<file path="config.mk">
export PLATFORM = sky130hd
export DESIGN_NAME = fnd_scan_controller_flat
export DESIGN_NICKNAME = d
export VERILOG_FILES = /design/src/rtl/fnd_scan_controller_if.sv /design/src/rtl/fnd_scan_controller.sv /design/src/flat_wrapper.sv
export SDC_FILE = /design/constraint.sdc
export NUM_CORES = 1
export LEC_CHECK = 0
export CELL_PAD_IN_SITES_DETAIL_PLACEMENT = 0
export CELL_PAD_IN_SITES_GLOBAL_PLACEMENT = 1
export CORE_MARGIN = 3
export CORE_UTILIZATION = 39
export CTS_BUF_LIST = sky130_fd_sc_hd__clkbuf_4
export CTS_CLUSTER_SIZE = 12
export DETAILED_ROUTE_END_ITERATION = 8
export GPL_TIMING_DRIVEN = 1
export PLACE_DENSITY = 0.77
export SLEW_MARGIN = 10
export SYNTH_ARGS = -nofsm -noshare
export SYNTH_HDL_FRONTEND = slang
export SYNTH_SLANG_ARGS = --single-unit
</file>
<file path="constraint.sdc">
create_clock -name clk -period 1.9 [get_ports clk]
set_input_delay 0.475 -clock clk [delete_from_list [all_inputs] [get_ports clk]]
set_output_delay 0.475 -clock clk [all_outputs]
set_load 0.005 [all_outputs]
</file>
<file path="src/rtl/fnd_scan_controller_if.sv">
// Display-side bus of the 7-segment scan controller: packed digit data,
// decimal-point mask and enable in; active-low segment and digit enables out.
interface fnd_scan_controller_if;
  logic [15:0] value;
  logic [3:0]  dp_mask;
  logic        en;
  logic [7:0]  seg;
  logic [3:0]  com;

  modport master (output value, dp_mask, en, input seg, com);
  modport slave  (input value, dp_mask, en, output seg, com);
endinterface

</file>
<file path="src/rtl/fnd_scan_controller.sv">
// Time-multiplexed 4-digit common-anode 7-segment driver with registered outputs.
// Define FND_LEAD_ZERO_BLANK_EN to blank leading zero digits 3..1.
module fnd_scan_controller #(
  parameter int SCAN_DIV  = 100_000,
  parameter int BLANK_CYC = 16
) (
  input logic                   clk,
  input logic                   reset_p,
  fnd_scan_controller_if.slave  bus
);

  localparam int CW = $clog2(SCAN_DIV);
  localparam logic [CW-1:0] CNT_MAX   = CW'(SCAN_DIV - 1);
  localparam logic [CW-1:0] BLANK_LIM = CW'(BLANK_CYC);

  logic [CW-1:0] cnt;
  logic [1:0]    dig;
  logic [15:0]   snap_val;
  logic [3:0]    snap_dp;

  logic [3:0]    nibble;
  logic [6:0]    pattern;
  logic          lz_blank;
  logic [3:0]    com_next;
  logic [7:0]    seg_next;

  // Snapshot is taken only at the start of a frame so a frame never mixes two values.
  always_ff @(posedge clk) begin
    if (reset_p) begin
      cnt      <= '0;
      dig      <= 2'd0;
      snap_val <= 16'h0000;
      snap_dp  <= 4'h0;
    end else begin
      if (cnt == CNT_MAX) begin
        cnt <= '0;
        dig <= dig + 2'd1;
      end else begin
        cnt <= cnt + CW'(1);
      end
      if (dig == 2'd0 && cnt == '0) begin
        snap_val <= bus.value;
        snap_dp  <= bus.dp_mask;
      end
    end
  end

  assign nibble = snap_val[{dig, 2'b00} +: 4];

  always_comb begin
    pattern = 7'h7F;
    case (nibble)
      4'h0: pattern = 7'b100_0000;
      4'h1: pattern = 7'b111_1001;
      4'h2: pattern = 7'b010_0100;
      4'h3: pattern = 7'b011_0000;
      4'h4: pattern = 7'b001_1001;
      4'h5: pattern = 7'b001_0010;
      4'h6: pattern = 7'b000_0010;
      4'h7: pattern = 7'b101_1000;
      4'h8: pattern = 7'b000_0000;
      4'h9: pattern = 7'b001_0000;
      4'hA: pattern = 7'b000_1000;
      4'hB: pattern = 7'b000_0011;
      4'hC: pattern = 7'b100_0110;
      4'hD: pattern = 7'b010_0001;
      4'hE: pattern = 7'b000_0110;
      4'hF: pattern = 7'b000_1110;
      default: pattern = 7'h7F;
    endcase
  end

`ifdef FND_LEAD_ZERO_BLANK_EN
  // A digit is a leading zero when it and every more significant nibble are zero.
  always_comb begin
    lz_blank = 1'b0;
    case (dig)
      2'd3:    lz_blank = (snap_val[15:12] == 4'h0);
      2'd2:    lz_blank = (snap_val[15:8]  == 8'h00);
      2'd1:    lz_blank = (snap_val[15:4]  == 12'h000);
      default: lz_blank = 1'b0;
    endcase
  end
`else
  assign lz_blank = 1'b0;
`endif

  always_comb begin
    com_next = 4'b1111;
    seg_next = 8'hFF;
    if (bus.en && cnt >= BLANK_LIM) begin
      com_next = ~(4'b0001 << dig);
      seg_next = {~snap_dp[dig], (lz_blank ? 7'h7F : pattern)};
    end
  end

  always_ff @(posedge clk) begin
    if (reset_p) begin
      bus.com <= 4'b1111;
      bus.seg <= 8'hFF;
    end else begin
      bus.com <= com_next;
      bus.seg <= seg_next;
    end
  end

endmodule
</file>
<file path="src/flat_wrapper.sv">
// flat-port wrapper written by rule: the top's interface ports become plain ports
module fnd_scan_controller_flat 
#(
  parameter int SCAN_DIV  = 100_000,
  parameter int BLANK_CYC = 16
)
  (clk, reset_p, bus_value, bus_dp_mask, bus_en, bus_seg, bus_com);
  fnd_scan_controller_if bus_i ();
  input logic clk;
  input logic reset_p;
  input wire logic [$bits(bus_i.value)-1:0] bus_value;
  input wire logic [$bits(bus_i.dp_mask)-1:0] bus_dp_mask;
  input wire logic [$bits(bus_i.en)-1:0] bus_en;
  output wire logic [$bits(bus_i.seg)-1:0] bus_seg;
  output wire logic [$bits(bus_i.com)-1:0] bus_com;
  assign bus_i.value = bus_value;
  assign bus_i.dp_mask = bus_dp_mask;
  assign bus_i.en = bus_en;
  assign bus_seg = bus_i.seg;
  assign bus_com = bus_i.com;
  fnd_scan_controller #(.SCAN_DIV(SCAN_DIV), .BLANK_CYC(BLANK_CYC)) u_core (.clk(clk), .reset_p(reset_p), .bus(bus_i));
endmodule
</file>
Word-level counts from Yosys, hierarchy flattened --
Memory sizes are Yosys's and may differ from the RTL's. A register that Yosys moved wholly into a read port is not among the register bits. Index checks and enable logic that the tools add are counted.
Cells by class: mux-type cells 2, $add $sub $neg 2, eq/ne operators 1, order comparisons 2, reduce and logical (&&, ||, !) cells 6, bitwise operators 3, shift operators 2
Operators with widths (count):
- $add 17x1->17 const B | 1
- $eq 17x17->1 const B | 1
- $ge 17x5->1 const B | 1
- $logic_not 17->1 | 1
- $shiftx 16x5->4 | 1
- $not 4->4 | 1
- $reduce_or 2->1 | 2
- $shl 1x2->4 const A | 1
- $lt 2x3->1 const B | 1
- $add 2x1->2 const B | 1
- $bmux 1 s2 | 1
- $logic_and 1x1->1 | 2
- $logic_not 2->1 | 1
- $not 1->1 | 2
- $mux 1 | 1
Word-level totals: memories 1, ROM bits 112, register bits after elaboration 51
Memory list:
- (name not given) | words 16, bits a word 7, read ports 1, clocked after memory_dff 1, write ports 0, line fnd_scan_controller.sv:52 | case (nibble)

Depth between registers and ports, before layout --
depth after elaboration 4, gate-level depth with buffers 8, gate-level depth less buffers 7

Worst setup path after synthesis --
Ideal clock, no wire load.
kind register to register, start point register u_core.dig[1], end point register u_core.bus.seg[0], data arrival time 1.909 ns, cell stages (with the launch flop) 8, clock period less this slack 1.996 ns, slack -0.096 ns, cells stage by stage dfxtp_1 > buf_6 > mux4_1 > inv_1 > ha_1 > nor2_1 > a22o_1 > o31ai_1
On the way: cells in the longest elaborated chain, start to end 1
Ends and longest elaborated chain:
- start, declared | line fnd_scan_controller.sv:17 | logic [1:0] dig;
- start signal, assigned | line fnd_scan_controller.sv:37 | dig <= dig + 2'd1;
- $shiftx 16x5->4 | line fnd_scan_controller.sv:48 | assign nibble = snap_val[{dig, 2'b00} +: 4];
- end, declared | line fnd_scan_controller_if.sv:11 | modport slave (input value, dp_mask, en, output seg, com);
Every way passes these cells. A chain may end at the register's enable or synchronous reset.

Final worst setup path --
start point register u_core.dig[1], end point register u_core.bus.seg[4]
Same word-level chain as after synthesis.

==> results by group <==
Clock tree
  – Worst-case clock buffer depth: 2
  – CTS Buf Count: 5
  – Clock-pin slew on the worst setup and hold paths: about 160 ps
  – Clk_lat worst skew: 380 ps
  – Clock tree sinks: 51
  – CTS Hold Bufs: 0
  – CTS tree: built
  – H-tree levels: 2
  – Root buf cell: clkbuf_4

Synthesis
  – Top-count cell post-synth: dfxtp_1
  – Post-Syn Area: about 2500 µm²
  – Seq/Total Area, Yosys: about two fifths
  – Asr flop ratio synth: 0%
  – Top cells by area, synth: dfxtp_1, nand3_1, ha_1
  – Mapped Cells: approximately 280
  – Synthesized area per cell: roughly 9 µm²
  – Synth Register Bits: 51
  – Syn nets: 311
  – Synth area leader: dfxtp_1
  – Yosys top cell area share: 41.2%
  – Post-synth EDFFs: 0
  – List of most frequent post-synthesis cells: dfxtp_1, nand3_1, a21oi_1
  – Synth Flop Type: dfxtp_1
  – Yosys warning count: 0
  – Synth cell types: 36

Place
  – Port bufs: 34
  – Hpwl dp: roughly 4.1 mm
  – GPL Wtd Cong: 0.785
  – Placed Area: between 3000 and 4000 µm²

Setup path
  – Reg2reg start: u_core.dig[1]$_SDFFE_PP0N_
  – R2r setup slk: around 32 ps
  – Worst Setup SP: u_core.dig[1]$_SDFFE_PP0N_
  – Crit path capture: u_core.bus.seg[4]$_SDFF_PP1_
  – CP max-delay cell: mux4_2
  – Crit-path cells: mux4_2, buf_4, ha_4, mux2_2, o21ai_1, nand2_1
  – Worst r2r path cells: 6
  – CP required: between 2000 and 2500 ps
  – Crit. End Element: register
  – R2R Path End: u_core.bus.seg[4]$_SDFF_PP1_
  – WP data arrival: 2150 ps
  – Setup CP Type: register to register
  – Critical path launch point type: register
  – Crit-path max FO: 5
  – Largest stage delay, worst path: around 560 ps

Pwr
  – Psw: about 0.00054 W
  – Total power: approximately 0.0021 W
  – Power per cell area: between 600 and 700 nW/µm²
  – Sw Ratio: roughly 26%
  – Clk pwr share: 30.4%
  – Combinational Power Share: approximately 16%
  – Flop pwr share: approximately 54%
  – Pint: approximately 0.0016 W
  – Peak VDD IR: between 0.3 and 0.4 mV
  – Pleak: ~1.1 nW

Layout
  – Core Util, Final: approximately half
  – Ant diodes: 0
  – Post-route cell area: between 3000 and 4000 µm²
  – NumNets Final: about 360
  – Area Overhead vs Synth: 26.1%
  – Layout cells sized above 1: ~14%

Timing
  – Crit path time final: about 1900 ps
  – Slew headroom: between 60 and 70%
  – Max Clk Rate: 535 MHz
  – Setup violations, final: 0
  – Period Utilization, post-route: between 90% and 100%
  – Skew final: between 20 and 25 ps
  – Endpoints failing hold: 0
  – Pins Over Slew Limit: 0
  – Slew at the pin with the worst max-slew slack: 492 ps
  – WHS: roughly 480 ps
  – Post-route setup TNS: 0 ps

Routing
  – DRC violations left: 0
  – WL final: 5.38 mm
  – Number of iterations in the first detailed-routing pass: 4
  – Vias/cell: approximately 5.3
  – Routed WL per cell: 13.5 µm
  – Via count: 2,110
  – Routed Antenna Nets: 0
  – Drt initial violations: 89

Floorplan
  – Initial Util: roughly two fifths
  – Core Area: about 6000 µm²
  – Die Wd: about 86 µm
  – Die Area: about 7400 µm²
  – IO Pins: 35
  – Die Height: 85.7 µm
  – Row count: 28

Global route
  – Largest net degree at the start of global routing: 21
  – Initial antenna violation count: 0
  – Vias in the first global route: ~2,000
  – GRT overflow: 0
  – First-pass GRT wire length: 9.49 mm
  – Gr usage total: 16.0%

Flow run
  – Max Cap Violations: 0

Outcome
  – Status: complete, no violations

Worst hold path
  – Path category of the worst min-delay check: register to register
[cells by family after synthesis]
family	count (synthesis)	synth area share, %
compound gates	62	14.3
xor+xnor	14	4.94
fa+ha+maj	12	6.05
buf+inv	28	4.89
flops	51	41.2
mux	14	8.93
simple gates	95	19.7
[metrics by stage]
stage | setup slack (ps) | std cells
after global placement | 67.6 | 388
after detailed placement | 11.0 | 388
after floorplan | 31.2 | 276
final | 32.2 | 397
after CTS | 36.2 | 396
after global routing | -6.69 | 397
[power groups by stage]
stage                     Combinational, W  Clock [W]  Sequential [W]
final                             0.000330   0.000641         0.00114
after global routing              0.000373   0.000710         0.00115
after CTS                         0.000321   0.000672         0.00114
after detailed placement          0.000320          0         0.00117
after global placement            0.000315          0         0.00116
after floorplan                   0.000194          0         0.00116
[worst max-delay path: cells and delay by family, from the launching register on]
family / cells / cell delay (ps)
fa+ha+maj: 1 / 170
compound gates: 1 / 140
buf+inv: 1 / 180
mux: 2 / 830
simple gates: 1 / 60
flops: 1 / 400
[metal layers]
layer / GRT usage [%] / wire [µm]
met5: 0 / 0
met1: 23.6 / 2700
met4: 5.18 / 75
met3: 3.46 / 252
met2: 23.2 / 2350
[flip-flops by register name, summed over array words and instances, names as in the netlist]
name / count
u_core.cnt: 17
u_core.snap_val: 16
u_core.bus.seg: 8
u_core.bus.com: 4
u_core.snap_dp: 4
u_core.dig: 2
[cell type report]
cell class / count / area [µm²]
clock buffers: 5 / 37.5
multi-input cells: 197 / 1360
fillers: 582 / 2900
well taps: 75 / 93.8
inverters: 11 / 43.8
repair buffers: 55 / 523
clock inverters: 3 / 47.5
flip-flops and latches: 51 / 1030
[cells in the final DEF, fill, tap and decap left out, types with 6 or more instances in the layout]
| cell | netlist | routed |
|---|---|---|
| a21oi_1 | 24 | 24 |
| buf_4 | 0 | 19 |
| clkdlybuf4s50_1 | 0 | 34 |
| dfxtp_1 | 51 | 49 |
| ha_1 | 12 | 10 |
| inv_1 | 11 | 9 |
| mux2i_1 | 6 | 6 |
| nand2_1 | 15 | 15 |
| nand3_1 | 31 | 31 |
| nor2_1 | 18 | 18 |
| o21ai_0 | 23 | 23 |
| xnor2_1 | 6 | 6 |
| xor2_1 | 8 | 8 |
[worst min-delay path by stage]
stage | startpoint | endpoint | slack (ps) | cells past startpoint
floorplan | u_core.snap_dp[1]$_SDFFE_PP0P_ | u_core.snap_dp[1]$_SDFFE_PP0P_ | 450 | 2
global placement | u_core.snap_dp[1]$_SDFFE_PP0P_ | u_core.snap_dp[1]$_SDFFE_PP0P_ | 460 | 2
detailed placement | u_core.snap_dp[1]$_SDFFE_PP0P_ | u_core.snap_dp[1]$_SDFFE_PP0P_ | 460 | 2
CTS | u_core.snap_dp[1]$_SDFFE_PP0P_ | u_core.snap_dp[1]$_SDFFE_PP0P_ | 480 | 2
global route | u_core.snap_dp[1]$_SDFFE_PP0P_ | u_core.snap_dp[1]$_SDFFE_PP0P_ | 530 | 2
finish | u_core.snap_dp[1]$_SDFFE_PP0P_ | u_core.snap_dp[1]$_SDFFE_PP0P_ | 480 | 2
[repair_timing]
item | in CTS | in global routing
pin swaps | 0 | 1
setup buffers | 0 | 1
gates resized for setup | 1 | 7
setup endpoints to repair | 1 | 2
Note: power is estimated with default switching activity, not from simulation.
